[config.mk]
export PLATFORM = sky130hd
export DESIGN_NAME = alu_seq_flat
export DESIGN_NICKNAME = d
export VERILOG_FILES = /design/src/rtl/alu_seq_pkg.sv /design/src/rtl/alu_seq_if.sv /design/src/rtl/alu_mul_seq.sv /design/src/rtl/alu_seq.sv /design/src/flat_wrapper.sv
export SDC_FILE = /design/constraint.sdc
export NUM_CORES = 1
export LEC_CHECK = 0
export ABC_CLOCK_PERIOD_IN_PS = 2820
export BUFFER_PORTS_ARGS = -buffer_cell sky130_fd_sc_hd__buf_2
export CORE_MARGIN = 2
export CORE_UTILIZATION = 55
export DETAILED_ROUTE_END_ITERATION = 8
export PLACE_DENSITY = 0.78
export SKIP_CTS_REPAIR_TIMING = 1
export SYNTH_ARGS = -nofsm -noshare
export SYNTH_HDL_FRONTEND = slang
export SYNTH_HIERARCHICAL = 1
export SYNTH_SLANG_ARGS = --single-unit
[constraint.sdc]
create_clock -name clk -period 2.82 [get_ports clk]
set_clock_uncertainty 0.05 [all_clocks]
set_input_delay 0.423 -clock clk [delete_from_list [all_inputs] [get_ports clk]]
set_output_delay 0.423 -clock clk [all_outputs]
set_load 0.02 [all_outputs]
[src/rtl/alu_seq_pkg.sv]
// Shared types for the sequential ALU: opcode and FSM state encodings.
package alu_seq_pkg;

   typedef enum logic [2:0] {
      OP_NEG  = 3'b000,
      OP_INC  = 3'b001,
      OP_DBL  = 3'b010,
      OP_HADD = 3'b011,
      OP_AND  = 3'b100,
      OP_OR   = 3'b101,
      OP_CAT  = 3'b110,
      OP_MUL  = 3'b111
   } opc_t;

   typedef enum logic [1:0] {
      IDLE = 2'd0,
      MUL  = 2'd1,
      DONE = 2'd2
   } state_t;

endpackage

[src/rtl/alu_seq_if.sv]
// Operand/result handshake bundle of alu_seq. Optional flag outputs exist
// only when ALU_FLAGS_EN is defined.
interface alu_seq_if #(parameter int WIDTH = 16);
   import alu_seq_pkg::*;

   logic             in_valid;
   logic             in_ready;
   opc_t             opc;
   logic [WIDTH-1:0] ina;
   logic [WIDTH-1:0] inb;
   logic             inc;
   logic             out_valid;
   logic             out_ready;
   logic [WIDTH-1:0] w;
   logic             zer;
   logic             neg;
   logic             busy;
`ifdef ALU_FLAGS_EN
   logic             cout;
   logic             ovf;
`endif

   modport master (
      output in_valid, opc, ina, inb, inc, out_ready,
      input  in_ready, out_valid, w, zer, neg, busy
`ifdef ALU_FLAGS_EN
      , input cout, ovf
`endif
   );

   modport slave (
      input  in_valid, opc, ina, inb, inc, out_ready,
      output in_ready, out_valid, w, zer, neg, busy
`ifdef ALU_FLAGS_EN
      , output cout, ovf
`endif
   );

endinterface

[src/rtl/alu_mul_seq.sv]
// Shift-add multiplier: one partial product per cycle for exactly WIDTH cycles.
// prod_o is the accumulator value after the current iteration, valid with done_o.
module alu_mul_seq #(
   parameter int WIDTH = 16,
   parameter int CNT_W = $clog2(WIDTH) + 1,
   parameter int ACC_W = WIDTH
) (
   input  logic             clk,
   input  logic             rst_n,
   input  logic             start_i,
   input  logic [WIDTH-1:0] a_i,
   input  logic [WIDTH-1:0] b_i,
   output logic             done_o,
   output logic [ACC_W-1:0] prod_o
);

   logic [ACC_W-1:0] mcand_q;
   logic [WIDTH-1:0] mplier_q;
   logic [ACC_W-1:0] acc_q, acc_d;
   logic [CNT_W-1:0] cnt_q;
   logic             run_q;

   always_comb begin
      acc_d  = mplier_q[0] ? (acc_q + mcand_q) : acc_q;
      done_o = run_q & (cnt_q == CNT_W'(WIDTH - 1));
      prod_o = acc_d;
   end

   always_ff @(posedge clk or negedge rst_n) begin
      if (!rst_n) begin
         mcand_q  <= '0;
         mplier_q <= '0;
         acc_q    <= '0;
         cnt_q    <= '0;
         run_q    <= 1'b0;
      end else if (start_i) begin
         mcand_q  <= ACC_W'(a_i);
         mplier_q <= b_i;
         acc_q    <= '0;
         cnt_q    <= '0;
         run_q    <= 1'b1;
      end else if (run_q) begin
         acc_q    <= acc_d;
         mcand_q  <= mcand_q << 1;
         mplier_q <= mplier_q >> 1;
         cnt_q    <= cnt_q + CNT_W'(1);
         if (done_o) run_q <= 1'b0;
      end
   end

endmodule

[src/rtl/alu_seq.sv]
// Registered ALU with valid/ready handshakes and a multi-cycle multiply.
// Define ALU_FLAGS_EN to add the cout/ovf flag outputs.
module alu_seq
   import alu_seq_pkg::*;
#(
   parameter int WIDTH = 16,
   parameter int CNT_W = $clog2(WIDTH) + 1
) (
   input  logic        clk,
   input  logic        rst_n,
   alu_seq_if.slave    bus
);

`ifdef ALU_FLAGS_EN
   localparam int ACC_W = 2 * WIDTH;
   localparam int RW    = WIDTH + 1;
`else
   localparam int ACC_W = WIDTH;
   localparam int RW    = WIDTH;
`endif

   state_t           state_q, state_d;
   logic             in_ready_s, out_valid_s, busy_s;
   logic             accept, is_mul, load_alu, load_mul;
   logic             mul_done;
   logic [ACC_W-1:0] mul_prod;
   logic [RW-1:0]    alu_r;
   logic [WIDTH-1:0] res_s;
   logic [WIDTH-1:0] w_q, w_d;
   logic             zer_q, zer_d, neg_q, neg_d;
`ifdef ALU_FLAGS_EN
   logic             cout_q, cout_d, ovf_q, ovf_d;
`endif

   // Result with carry out of the MSB appended when the flag outputs exist.
   function automatic logic [RW-1:0] alu_f(opc_t op, logic [WIDTH-1:0] a,
                                           logic [WIDTH-1:0] b, logic c);
      logic [WIDTH:0] ext;
      case (op)
         OP_NEG:  ext = {1'b0, ~a} + (WIDTH+1)'(1);
         OP_INC:  ext = {1'b0, a} + (WIDTH+1)'(1);
         OP_DBL:  ext = {1'b0, a} + {1'b0, a} + (WIDTH+1)'(c);
         OP_HADD: ext = {1'b0, a} + {2'b00, b[WIDTH-1:1]};
         OP_AND:  ext = {1'b0, a & b};
         OP_OR:   ext = {1'b0, a | b};
         OP_CAT:  ext = {1'b0, a[WIDTH/2-1:0], b[WIDTH/2-1:0]};
         default: ext = '0;
      endcase
      return ext[RW-1:0];
   endfunction

`ifdef ALU_FLAGS_EN
   function automatic logic ovf_f(opc_t op, logic [WIDTH-1:0] a, logic [WIDTH-1:0] r);
      case (op)
         OP_NEG:  return a == {1'b1, {(WIDTH-1){1'b0}}};
         OP_INC:  return ~a[WIDTH-1] & r[WIDTH-1];
         OP_DBL:  return a[WIDTH-1] ^ r[WIDTH-1];
         OP_HADD: return ~a[WIDTH-1] & r[WIDTH-1];
         default: return 1'b0;
      endcase
   endfunction
`endif

   assign accept   = bus.in_valid & in_ready_s;
   assign is_mul   = (bus.opc == OP_MUL);
   assign load_alu = accept & ~is_mul;
   assign load_mul = (state_q == MUL) & mul_done;

   alu_mul_seq #(.WIDTH(WIDTH), .CNT_W(CNT_W), .ACC_W(ACC_W)) u_mul (
      .clk     (clk),
      .rst_n   (rst_n),
      .start_i (accept & is_mul),
      .a_i     (bus.ina),
      .b_i     (bus.inb),
      .done_o  (mul_done),
      .prod_o  (mul_prod)
   );

   always_ff @(posedge clk or negedge rst_n) begin
      if (!rst_n) state_q <= IDLE;
      else        state_q <= state_d;
   end

   always_comb begin
      state_d = state_q;
      case (state_q)
         IDLE: if (accept) state_d = is_mul ? MUL : DONE;
         MUL:  if (mul_done) state_d = DONE;
         DONE: begin
            if (accept)             state_d = is_mul ? MUL : DONE;
            else if (bus.out_ready) state_d = IDLE;
         end
         default: state_d = IDLE;
      endcase
   end

   always_comb begin
      in_ready_s  = (state_q == IDLE) | ((state_q == DONE) & bus.out_ready);
      out_valid_s = (state_q == DONE);
      busy_s      = (state_q == MUL);
   end

   // Flags are derived from the value being written so they always match w.
   always_comb begin
      alu_r = alu_f(bus.opc, bus.ina, bus.inb, bus.inc);
      res_s = '0;
      w_d   = w_q;
      zer_d = zer_q;
      neg_d = neg_q;
`ifdef ALU_FLAGS_EN
      cout_d = cout_q;
      ovf_d  = ovf_q;
`endif
      if (load_alu) begin
         res_s = alu_r[WIDTH-1:0];
         w_d   = res_s;
         zer_d = (res_s == '0);
         neg_d = res_s[WIDTH-1];
`ifdef ALU_FLAGS_EN
         cout_d = alu_r[WIDTH];
         ovf_d  = ovf_f(bus.opc, bus.ina, res_s);
`endif
      end else if (load_mul) begin
         res_s = mul_prod[WIDTH-1:0];
         w_d   = res_s;
         zer_d = (res_s == '0);
         neg_d = res_s[WIDTH-1];
`ifdef ALU_FLAGS_EN
         cout_d = 1'b0;
         ovf_d  = |mul_prod[ACC_W-1:WIDTH];
`endif
      end
   end

   always_ff @(posedge clk or negedge rst_n) begin
      if (!rst_n) begin
         w_q   <= '0;
         zer_q <= 1'b0;
         neg_q <= 1'b0;
`ifdef ALU_FLAGS_EN
         cout_q <= 1'b0;
         ovf_q  <= 1'b0;
`endif
      end else begin
         w_q   <= w_d;
         zer_q <= zer_d;
         neg_q <= neg_d;
`ifdef ALU_FLAGS_EN
         cout_q <= cout_d;
         ovf_q  <= ovf_d;
`endif
      end
   end

   assign bus.in_ready  = in_ready_s;
   assign bus.out_valid = out_valid_s;
   assign bus.busy      = busy_s;
   assign bus.w         = w_q;
   assign bus.zer       = zer_q;
   assign bus.neg       = neg_q;
`ifdef ALU_FLAGS_EN
   assign bus.cout      = cout_q;
   assign bus.ovf       = ovf_q;
`endif

endmodule

[src/flat_wrapper.sv]
// flat-port wrapper written by rule: the top's interface ports become plain ports
module alu_seq_flat import alu_seq_pkg::*;
#(
   parameter int WIDTH = 16,
   parameter int CNT_W = $clog2(WIDTH) + 1
)
  (clk, rst_n, bus_in_valid, bus_opc, bus_ina, bus_inb, bus_inc, bus_out_ready, bus_in_ready, bus_out_valid, bus_w, bus_zer, bus_neg, bus_busy);
  alu_seq_if #(.WIDTH(WIDTH)) bus_i ();
  input  logic clk;
  input  logic rst_n;
  input wire logic [$bits(bus_i.in_valid)-1:0] bus_in_valid;
  input wire logic [$bits(bus_i.opc)-1:0] bus_opc;
  input wire logic [$bits(bus_i.ina)-1:0] bus_ina;
  input wire logic [$bits(bus_i.inb)-1:0] bus_inb;
  input wire logic [$bits(bus_i.inc)-1:0] bus_inc;
  input wire logic [$bits(bus_i.out_ready)-1:0] bus_out_ready;
  output wire logic [$bits(bus_i.in_ready)-1:0] bus_in_ready;
  output wire logic [$bits(bus_i.out_valid)-1:0] bus_out_valid;
  output wire logic [$bits(bus_i.w)-1:0] bus_w;
  output wire logic [$bits(bus_i.zer)-1:0] bus_zer;
  output wire logic [$bits(bus_i.neg)-1:0] bus_neg;
  output wire logic [$bits(bus_i.busy)-1:0] bus_busy;
  assign bus_i.in_valid = bus_in_valid;
  assign bus_i.opc = bus_opc;
  assign bus_i.ina = bus_ina;
  assign bus_i.inb = bus_inb;
  assign bus_i.inc = bus_inc;
  assign bus_i.out_ready = bus_out_ready;
  assign bus_in_ready = bus_i.in_ready;
  assign bus_out_valid = bus_i.out_valid;
  assign bus_w = bus_i.w;
  assign bus_zer = bus_i.zer;
  assign bus_neg = bus_i.neg;
  assign bus_busy = bus_i.busy;
  alu_seq #(.WIDTH(WIDTH), .CNT_W(CNT_W)) u_core (.clk(clk), .rst_n(rst_n), .bus(bus_i));
endmodule
==> impl_metrics.py <==
metrics = {
    "outcome": {
        "status": "finished, violations left",
        "violations": "setup timing",
    },
    "cts": {
        "clock_path_buffers": 2,
        "cts_tree": "built",
        "clk_latency_ns": 0.34,
        "root_buffer": "clkbuf_16",
        "cts_made_buffers": 9,
        "clk_pin_slew_ns": 0.06,
        "cts_htree_levels": 3,
        "cts_sinks": 73,
    },
    "yosys": {
        "synth_compound_area_share_pct": 22.52,
        "synth_xor_xnor_area_share_pct": 3.175,
        "muxShareOfSynthArea_pct": 9.998,
        "synthCells": 766,
        "synth_seq_cells": 73,
        "synth_top_family_by_area": "compound AO/OA/AOI/OAI gates",
        "synth-async-reset-ratio_pct": 100.0,
        "synth-simple-area-share_pct": 22.03,
        "synth-adder-area-share_pct": 9.032,
        "synth_cell_types": 74,
        "postSynthAreaPerCell_sq_um": 8.283,
        "ys_seq_area_share_pct": 28.79,
        "synth_edf_count": 0,
        "yosys_warnings": 6,
        "synth_flop_cell": "dfrtp_1",
        "synth_nets": 841,
        "synth_area_sq_um": 6345,
    },
    "global_route": {
        "first_global_vias": 6535,
        "grt_pass1_wl_mm": 31.61,
        "grt-ovfl-total": 0,
        "grt_usage_pct": 31.06,
        "grt_max_degree": 74,
        "antenna_found_initial": 0,
    },
    "cells_and_area": {
        "finalInstanceArea_sq_um": 8160,
        "final_common_cell": "buf_4",
        "drive_gt1_share_pct": 29.00,
        "nets": 995,
        "final.fill_count": 823,
        "finish.utilization_pct": 72.08,
        "syn_to_final_growth_pct": 28.61,
        "antenna_cells": 0,
        "layout_common_cells": "buf_4 (128), nand2_1 (99), o21ai_0 (72), dfrtp_1 (72), buf_2 (59)",
    },
    "timing": {
        "setup_tns_ns": -0.1989,
        "max_freq_ghz": 0.3312,
        "finalCritPeriodShare_pct": 107.1,
        "setup_slack_ns": -0.1989,
        "max-slew-margin-rel_pct": 38.60,
        "worst-slew-pin-transition_ns": 0.9209,
        "hold_viol": 0,
        "finalMaxSlewViolations": 0,
        "fin_hold_ws_ns": 0.1557,
        "grt_setup_unrepaired": "yes",
        "setup_violations": 1,
        "layout_min_cycle_time_ns": 3.019,
    },
    "worst_setup_path": {
        "cp-startpoint": "u_core/u_mul/acc_q[0]",
        "crit_fanout": 3,
        "startpoint_type": "flop",
        "arrival_ns": 3.22,
        "cp-end-kind": "flop",
        "r2r-start": "u_core/u_mul/acc_q[0]",
        "crit_type": "flop to flop",
        "worstPathRequired_ns": 3.02,
        "ff2ff_setup_slack_ns": -0.20,
    },
    "detailed_routing": {
        "wl_per_cell_um": 18.83,
        "drc": 0,
        "drtPass1Iterations": 6,
        "ant_nets": 0,
        "viasPerCell": 6.269,
        "drt_iter0_drc": 599,
        "vias": 6689,
        "drt-total-wl_mm": 20.09,
    },
    "floorplanning": {
        "rows": 39,
        "die_area_sq_um": 12410,
        "ios": 61,
        "die_y_um": 111.4,
        "coreArea_sq_um": 11320,
        "start_util_pct": 56.05,
        "die_x_um": 111.4,
    },
    "power_and_ir_drop": {
        "p_leak_nw": 3.912,
        "peakVddDrop_mv": 0.8075,
        "p_per_area_nw_per_um2": 834.4,
        "power_mw": 6.809,
    },
    "job": {
        "max_cap_viol_count": 0,
    },
    "placed_design": {
        "dpl_cell_area_sq_um": 7699,
        "portBuffers": 60,
        "gp_congestion": 0.9464,
        "hpwl_mm": 14.47,
    },
    "min_path": {
        "hp-class": "input port to asynchronous set/reset pin",
    },
}
worst max-delay path, stage by stage (launching register included):
cell and delay (ns):
dfrtp_1 0.39, ha_2 0.21, fa_2 0.38, a211oi_4 0.24
o21ai_2 0.12, nand3_2 0.14, a21oi_2 0.09, or3_4 0.40
a31o_4 0.23, nor4_2 0.20, nand4_1 0.15, o21ai_2 0.18
nand2_1 0.07, o31ai_1 0.07
sequential cells by signal (all words and copies together), names as in the netlist:
register	cells
u_core/state_q	2
u_core/u_mul/cnt_q	5
u_core/bus.zer	1
u_core/u_mul/acc_q	16
u_core/u_mul/run_q	1
u_core/bus.w	16
u_core/u_mul/mcand_q	16
u_core/u_mul/mplier_q	16
layer usage:
metal | GRT usage, % | up-vias | wire length [um]
met1 | 39.29 | 3188 | 8204
met3 | 4.137 | 69 | 1169
met2 | 52.28 | 319 | 9931
met5 | 0 | - | 0
met4 | 15.88 | 0 | 785
li1 | - | 3113 | -
cell families after synthesis:
kind of cell	Yosys count
AOI/OAI and AO/OA	220
xor gates and xnor gates	23
adders and majority gates	47
buffers and inverters	66
DFF	73
muxes	62
and+or+nand+nor	275
metrics by stage:
stage	instances	setup slack (ns)
floorplan	766	-0.1646
global placement	1047	-0.3434
detailed placement	1047	-0.4041
CTS	1062	-0.4568
global route	1067	-0.3547
finish	1067	-0.1989
power breakdown:
group	leakage [nW]	total, mW	internal [mW]	switching [mW]
Clock	0.138	1.14	0.705	0.434
Combinational	2.85	3.88	1.87	2.01
Sequential	0.927	1.79	1.44	0.355
Yosys cell counts (3+ instances only):
library cell | number | area (sq um)
a211oi_1 | 10 | 75.07
a211oi_2 | 4 | 50.05
a21o_1 | 12 | 90.09
a21oi_1 | 41 | 205.2
a221oi_1 | 3 | 26.28
a22o_1 | 3 | 26.28
a22oi_1 | 10 | 75.07
a31o_2 | 5 | 43.79
a31oi_1 | 6 | 37.54
and2_1 | 6 | 37.54
and3_1 | 15 | 93.84
buf_1 | 7 | 26.28
buf_2 | 7 | 35.03
buf_6 | 3 | 33.78
clkbuf_1 | 29 | 108.9
dfrtp_1 | 73 | 1827
ha_1 | 33 | 412.9
inv_1 | 19 | 71.32
maj3_1 | 12 | 120.1
mux2_2 | 10 | 112.6
mux2i_1 | 51 | 510.5
nand2_1 | 100 | 375.4
nand2b_1 | 16 | 100.1
nand3_1 | 12 | 60.06
nand3b_1 | 5 | 37.54
nand4_1 | 6 | 37.54
nand4b_1 | 7 | 61.31
nor2_1 | 50 | 187.7
nor2b_1 | 12 | 75.07
nor3_1 | 11 | 55.05
nor3b_1 | 5 | 37.54
nor4_1 | 9 | 56.30
o211a_1 | 3 | 30.03
o21a_1 | 6 | 45.04
o21ai_0 | 78 | 390.4
o22ai_1 | 3 | 18.77
o2bb2ai_1 | 3 | 26.28
o311ai_0 | 3 | 26.28
o31ai_1 | 4 | 30.03
or3_1 | 8 | 50.05
or4_1 | 3 | 22.52
xnor2_1 | 15 | 131.4
xor2_1 | 8 | 70.07
worst paths after layout:
path,to,cells past startpoint
min reg2reg,u_core/bus.w[0],2
max,u_core/bus.zer,13
min in group clk,u_core/u_mul/mplier_q[0],3
min,u_core/u_mul/acc_q[13],1
max in group asynchronous,u_core/u_mul/run_q,1
max reg2reg,u_core/bus.zer,13
area by class of cell:
type / count / area [sq um] / share of cell area, %
Clock inverter: 4 / 53.80 / 0.6593
Multi-Input combinational cell: 627 / 4478 / 54.88
Clock buffer: 11 / 242.7 / 2.975
Timing Repair Buffer: 190 / 1308 / 16.02
Sequential cell: 73 / 1828 / 22.40
Inverter: 19 / 71.32 / 0.8740
Tap cell: 143 / 178.9 / 2.193
Power figures use the tool's default switching activity.
